## src/rtl/tkx_unload_32b.sv

```systemverilog
// 128-bit tweakey/state unloader: sends four 32-bit words MSW first
// over a valid/ready bus. Optional macro: TKX_UNLOAD_ZEROIZE_EN.
module tkx_unload_32b #(
    parameter int W = 32,
    parameter int N = 4
) (
    input  logic           clk,
    input  logic           rst,
    input  logic [W*N-1:0] tkx_in,
    input  logic           load,
    input  logic           abort,
    output logic [W-1:0]   sdo,
    output logic           sdo_valid,
    input  logic           sdo_ready,
    output logic           busy,
    output logic           done
);

    localparam int CW = $clog2(N);

    typedef enum logic {
        IDLE = 1'b0,
        SEND = 1'b1
    } state_t;

    state_t           r_state;
    state_t           w_state_nxt;
    logic [W*N-1:0]   r_sr;
    logic [W*N-1:0]   w_sr_nxt;
    logic [CW-1:0]    r_cnt;
    logic [CW-1:0]    w_cnt_nxt;
    logic             r_done;
    logic             w_done_nxt;
    logic             w_valid;
    logic             w_xfer;
    logic             w_last;

    assign w_valid   = (r_state == SEND);
    assign w_xfer    = w_valid && sdo_ready;
    assign w_last    = (r_cnt == CW'(N - 1));

    assign sdo_valid = w_valid;
    assign sdo       = w_valid ? r_sr[W*N-1 -: W] : '0;
    assign busy      = w_valid;
    assign done      = r_done;

    // State, shift register, word counter and done pulse registers.
    always_ff @(posedge clk) begin
        if (rst) begin
            r_state <= IDLE;
            r_sr    <= '0;
            r_cnt   <= '0;
            r_done  <= 1'b0;
        end else begin
            r_state <= w_state_nxt;
            r_sr    <= w_sr_nxt;
            r_cnt   <= w_cnt_nxt;
            r_done  <= w_done_nxt;
        end
    end

    // Next-state logic: abort wins over everything, load only in IDLE.
    always_comb begin
        w_state_nxt = r_state;
        w_sr_nxt    = r_sr;
        w_cnt_nxt   = r_cnt;
        w_done_nxt  = 1'b0;
        if (abort) begin
            w_state_nxt = IDLE;
            w_cnt_nxt   = '0;
`ifdef TKX_UNLOAD_ZEROIZE_EN
            w_sr_nxt    = '0;
`endif
        end else begin
            unique case (r_state)
                IDLE: begin
                    if (load) begin
                        w_sr_nxt    = tkx_in;
                        w_cnt_nxt   = '0;
                        w_state_nxt = SEND;
                    end
                end
                SEND: begin
                    if (w_xfer) begin
                        w_sr_nxt  = r_sr << W;
                        w_cnt_nxt = r_cnt + CW'(1);
                        if (w_last) begin
                            w_state_nxt = IDLE;
                            w_cnt_nxt   = '0;
                            w_done_nxt  = 1'b1;
`ifdef TKX_UNLOAD_ZEROIZE_EN
                            w_sr_nxt    = '0;
`endif
                        end
                    end
                end
                default: begin
                    w_state_nxt = IDLE;
                end
            endcase
        end
    end

endmodule

```

## config.mk

```make
export PLATFORM = sky130hd
export DESIGN_NAME = tkx_unload_32b
export DESIGN_NICKNAME = d
export VERILOG_FILES = /design/src/rtl/tkx_unload_32b.sv
export SDC_FILE = /design/constraint.sdc
export NUM_CORES = 1
export LEC_CHECK = 0
export BUFFER_PORTS_ARGS = -buffer_cell sky130_fd_sc_hd__buf_2
export CORE_ASPECT_RATIO = 0.5
export CORE_MARGIN = 4
export CORE_UTILIZATION = 35
export DETAILED_ROUTE_END_ITERATION = 10
export SLEW_MARGIN = 20
export SYNTH_ARGS = -nofsm -noshare
export SYNTH_HDL_FRONTEND = slang
export SYNTH_SLANG_ARGS = --single-unit
```

## constraint.sdc

```tcl
create_clock -name clk -period 2.14 [get_ports clk]
set_input_delay 0.642 -clock clk [delete_from_list [all_inputs] [get_ports clk]]
set_output_delay 0.642 -clock clk [all_outputs]
set_load 0.03 [all_outputs]
```

Yosys cells after proc, flatten, opt, wreduce, memory -nomap -nowiden:

Index checks and enable logic that the tools add are counted.

* bits in registers: 132
* bits of input ports: 133
* output and inout port bits: 35
* word-level logic and storage cells: 29

* add/subtract/negate cells: 1
* bitwise logic cells: 3
* reduce and logical (&&, ||, !) cells: 5
* equal/unequal tests: 3
* mux-type cells: 13

Operators with widths (number)
* two-way mux 128 bit: 2
* one-hot mux 128 bit (2 select lines): 1
* two-way mux 32 bit: 1
* two-way mux 2 bit: 3
* two-way mux 1 bit: 4
* one-hot mux 2 bit (2 select lines): 1
* OR reduction 4 bit: 1
* NOT 1 bit: 3
* AND reduction 3 bit: 1
* adder 2 x 1 -> 2 bit (second input constant): 1
* == test 2 bit (second input constant): 1
* inequality test 2 x 1 -> 1 bit (second input constant): 1
* inequality test 2 bit (second input constant): 1
* one-hot mux 1 bit (2 select lines): 1
* AND reduction 2 bit: 1
* OR reduction 2 bit: 1
* logical AND 1 bit: 1

Depth between registers and ports, before layout:

* word-level depth: 4
* gate-level depth with buffers: 6
* mapped depth without buffers: 3

Least setup slack after synthesis:

No wires, ideal clock.

* path type: flip-flop to output port
* from: reg r_state (netlist: busy)
* to: out sdo[22]
* data required time: 1.498 ns
* path buffers: 4
* arrival: 1.607 ns
* cell stages (with the launch flop): 6
* slack: -0.109 ns
* cells stage by stage: dfxtp_1 -> buf_6 -> buf_4 -> buf_2 -> clkbuf_1 -> and2_1

* longest elaborated chain between the ends: 1

Ends and longest elaborated chain
* start: declaration: RTL line 26 `state_t r_state;`
* start signal: assignment: RTL line 55 `r_state <= w_state_nxt;`
* two-way mux 32 bit: RTL line 43 `assign sdo = w_valid ? r_sr[W*N-1 -: W] : '0;`
* end: declaration: RTL line 12 `output logic [W-1:0] sdo,`

Every way passes these cells.

Worst setup path in the final report:

* from: reg r_state (netlist: busy)
* to: out sdo[24]

Same word-level chain as after synthesis.

==> results.sh <==
export IMPL_worstPathArrival_ns=1.42
export IMPL_finalSetupViolations=0
export IMPL_r2r_cells=5
export IMPL_worstSetupPathType="reg -> out"
export IMPL_insertion_delay_ns=0.41
export IMPL_regToRegEndpoint="r_sr[55]$_SDFFE_PP0P_"
export IMPL_ys_async_sr_fraction=0
export IMPL_design_power_total_w=0.006553
export IMPL_synth_lib_cells_used_distinct=21
export IMPL_timing_slew_headroom=0.7411
export IMPL_fill_cells=1790
export IMPL_max_clock_path_buffers=2
export IMPL_fin_crit_ns=2.058
export IMPL_worstSetupStartpointType="flip-flop"
export IMPL_first_pass_grt_wire_length_mm=28.52
export IMPL_die_area_mm2=0.02040
export IMPL_worst_setup_path_end_kind="primary output"
export IMPL_vias_per_cell=5.309
export IMPL_place_gp_congestion=0.7919
export IMPL_clock_skew_final_ns=0.007731
export IMPL_critical_path_required_ns=1.50
export IMPL_die_h_um=103.0
export IMPL_ir_worst_vdd_uv=590.1
export IMPL_overflow=0
export IMPL_timing_fmax_ghz=0.4860
export IMPL_total_leakage_power_nw=2.975
export IMPL_layout_drive_gt1_share=0.3041
export IMPL_dieWidth_um=198.0
export IMPL_timing_setup_tns_ns=0
export IMPL_synth_edf_count=0
export IMPL_hold_path_class="reg -> reg"
export IMPL_synth_sequential_area_ratio=0.4182
export IMPL_vias=5420
export IMPL_drc_violation_count_after_routing=0
export IMPL_core_rowCount=34
export IMPL_hold_violations=0
export IMPL_postSynthAreaPerCell_um2=9.706
export IMPL_vias_in_the_first_global_route=5064
export IMPL_run_status="complete, no violations"
export IMPL_r2r_start="busy$_SDFF_PP0_"
export IMPL_synth_warnings=0
export IMPL_initial_utilization=0.3605
export IMPL_io_pin_count=168
export IMPL_num_cts_buffers=17
export IMPL_critPathLaunch="busy$_SDFF_PP0_"
export IMPL_wl_mm=18.89
export IMPL_worst_setup_path_endpoint="sdo[24]"
export IMPL_synth_ff_type="sky130_fd_sc_hd__dfxtp_1"
export IMPL_route_detailed_wl_per_inst_um=18.50
export IMPL_placeableCoreArea_mm2=0.01753
export IMPL_placed_cell_area_mm2=0.007311
export IMPL_syn_cell_area_mm2=0.006319
export IMPL_cts_sink_count=132
export IMPL_r2r_setup_slack_ns=0.29
export IMPL_fin_worst_hold_slack_ns=0.4716
export IMPL_final_max_slew_violation_count=0
export IMPL_max_cap_violations=0
export IMPL_worst_tran_pin_value_ns=0.3776
export IMPL_clkSlewWorstSetupHoldPaths_ns=0.06
export IMPL_net_count_of_the_finished_layout=908
export IMPL_globalRouteTotalUtil=0.1791
export IMPL_layout_stage_area_growth_over_the_synthesis_result_pct=25.43
export IMPL_postRouteAntennaNets=0
export IMPL_io_buffer_count=167
export IMPL_final_period_utilization=0.9615
export IMPL_dp_hpwl_mm=13.30
export IMPL_grt_antenna_before_repair=2
export IMPL_pwr_density_cell_mw_per_mm2=826.8
export IMPL_synth_net_count=785
export IMPL_htree_levels=4
export IMPL_final_cell_area_mm2=0.007925
export IMPL_drt_pass1_iter_count=6
export IMPL_grt_max_degree=74
export IMPL_netlist_instances=651
export IMPL_cts_root_buffer="sky130_fd_sc_hd__clkbuf_16"
export IMPL_placed_cells=987
export IMPL_dr_first_iter_drc_count=436
export IMPL_cp_max_fo=9
export IMPL_ys_ff_latch=132
export IMPL_layout_cells_excl_fill=1021
export IMPL_cts_tree="yes"
cells in the mapped netlist (all sizes together), types with 32 or more instances:
master / n / share of area
a21oi: 129 / 0.10
a311oi: 96 / 0.13
and2: 32 / 0.032
buf: 45 / 0.051
clkbuf: 46 / 0.027
dfxtp: 132 / 0.42
mux2i: 97 / 0.15
nand4b: 32 / 0.044
o21ai: 33 / 0.026
worst min-delay path by stage:
stage	from	endpoint	slack (ns)	cells past startpoint
2_1_floorplan	r_sr[10]$_SDFFE_PP0P_	r_sr[10]$_SDFFE_PP0P_	0.45	2
3_3_place_gp	r_sr[20]$_SDFFE_PP0P_	r_sr[20]$_SDFFE_PP0P_	0.46	2
3_5_place_dp	r_sr[18]$_SDFFE_PP0P_	r_sr[18]$_SDFFE_PP0P_	0.47	2
4_1_cts	r_sr[18]$_SDFFE_PP0P_	r_sr[18]$_SDFFE_PP0P_	0.47	2
5_1_grt	tkx_in[6]	r_sr[6]$_SDFFE_PP0P_	0.49	3
6_report	r_sr[18]$_SDFFE_PP0P_	r_sr[18]$_SDFFE_PP0P_	0.47	2
critical path: stages (launching register included):
cell	delay, ns
sky130_fd_sc_hd__dfxtp_4	0.46
sky130_fd_sc_hd__buf_4	0.19
sky130_fd_sc_hd__and2_2	0.15
sky130_fd_sc_hd__buf_2	0.20
power by group:
part / total, W / switching, W / internal [W]
Combinational: 0.000900 / 0.000506 / 0.000393
Sequential: 0.00272 / 0.000100 / 0.00262
Clock: 0.00293 / 0.00112 / 0.00181
Total: 0.00655 / 0.00172 / 0.00483
layout by cell type (no fill, tap or decap), types with 2 or more instances in the layout:
cell type | netlist | routed
sky130_fd_sc_hd__mux2i_1 | 97 | 96
sky130_fd_sc_hd__a311oi_1 | 96 | 96
sky130_fd_sc_hd__a21oi_1 | 129 | 129
sky130_fd_sc_hd__buf_2 | 20 | 165
sky130_fd_sc_hd__nand4b_1 | 32 | 32
sky130_fd_sc_hd__inv_6 | 0 | 2
sky130_fd_sc_hd__clkinvlp_4 | 0 | 4
sky130_fd_sc_hd__clkbuf_16 | 0 | 18
sky130_fd_sc_hd__o21ai_0 | 33 | 33
sky130_fd_sc_hd__buf_12 | 0 | 10
sky130_fd_sc_hd__bufinv_16 | 0 | 2
sky130_fd_sc_hd__and2_2 | 0 | 9
sky130_fd_sc_hd__and2_1 | 32 | 23
sky130_fd_sc_hd__clkinv_2 | 0 | 2
sky130_fd_sc_hd__dfxtp_1 | 132 | 131
sky130_fd_sc_hd__buf_4 | 10 | 19
sky130_fd_sc_hd__clkinv_4 | 0 | 2
per-stage QoR:
step / setup WS (ns) / utilization
finish: 0.08243 / 0.4522
global route: -0.004632 / 0.4522
CTS: 0.04853 / 0.4519
detailed placement: 0.1575 / 0.4171
global placement: 0.2423 / 0.4171
floorplan: 0.07787 / -
registers in the layout (all words and copies together) (netlist names):
register,flops
r_sr,128
r_cnt,2
done,1
busy,1
layout make-up:
class                           instances  area, um^2  area share
Tap cell                              234       292.8     0.03694
Multi-Input combinational cell        427        3204      0.4043
Antenna cell                            1       2.502   0.0003158
Clock inverter                         11       126.4     0.01595
Sequential cell                       132        2646      0.3339
Clock buffer                           20       467.9     0.05905
Inverter                                1       8.758    0.001105
Timing Repair Buffer                  195        1176      0.1484
metal layers:
layer	up-vias	global-route usage	routed length, um
met3	15	0.04048	914
met1	2492	0.2811	10130
met5	-	0	7
met4	2	0.04178	151
met2	129	0.2440	7681
li1	2782	-	-
cells by family after synthesis:
family                   Yosys count  share of synthesized area
AO/OA/AOI/OAI                    261                     0.2661
adder cells (fa/ha/maj)            1                   0.001980
buffers and inverters             92                    0.07881
flip-flops                       132                     0.4182
multiplexers                      98                     0.1560
AND/OR/NAND/NOR                   67                    0.07881
repair_timing:
item,CTS,global route
buffers inserted,2,0
gates cloned,0,0
pin swaps,0,0
hold buffers,0,0
resized for setup,0,1
endpoints found under the setup margin,23,1
No activity file was read; power rests on OpenSTA's default activity.
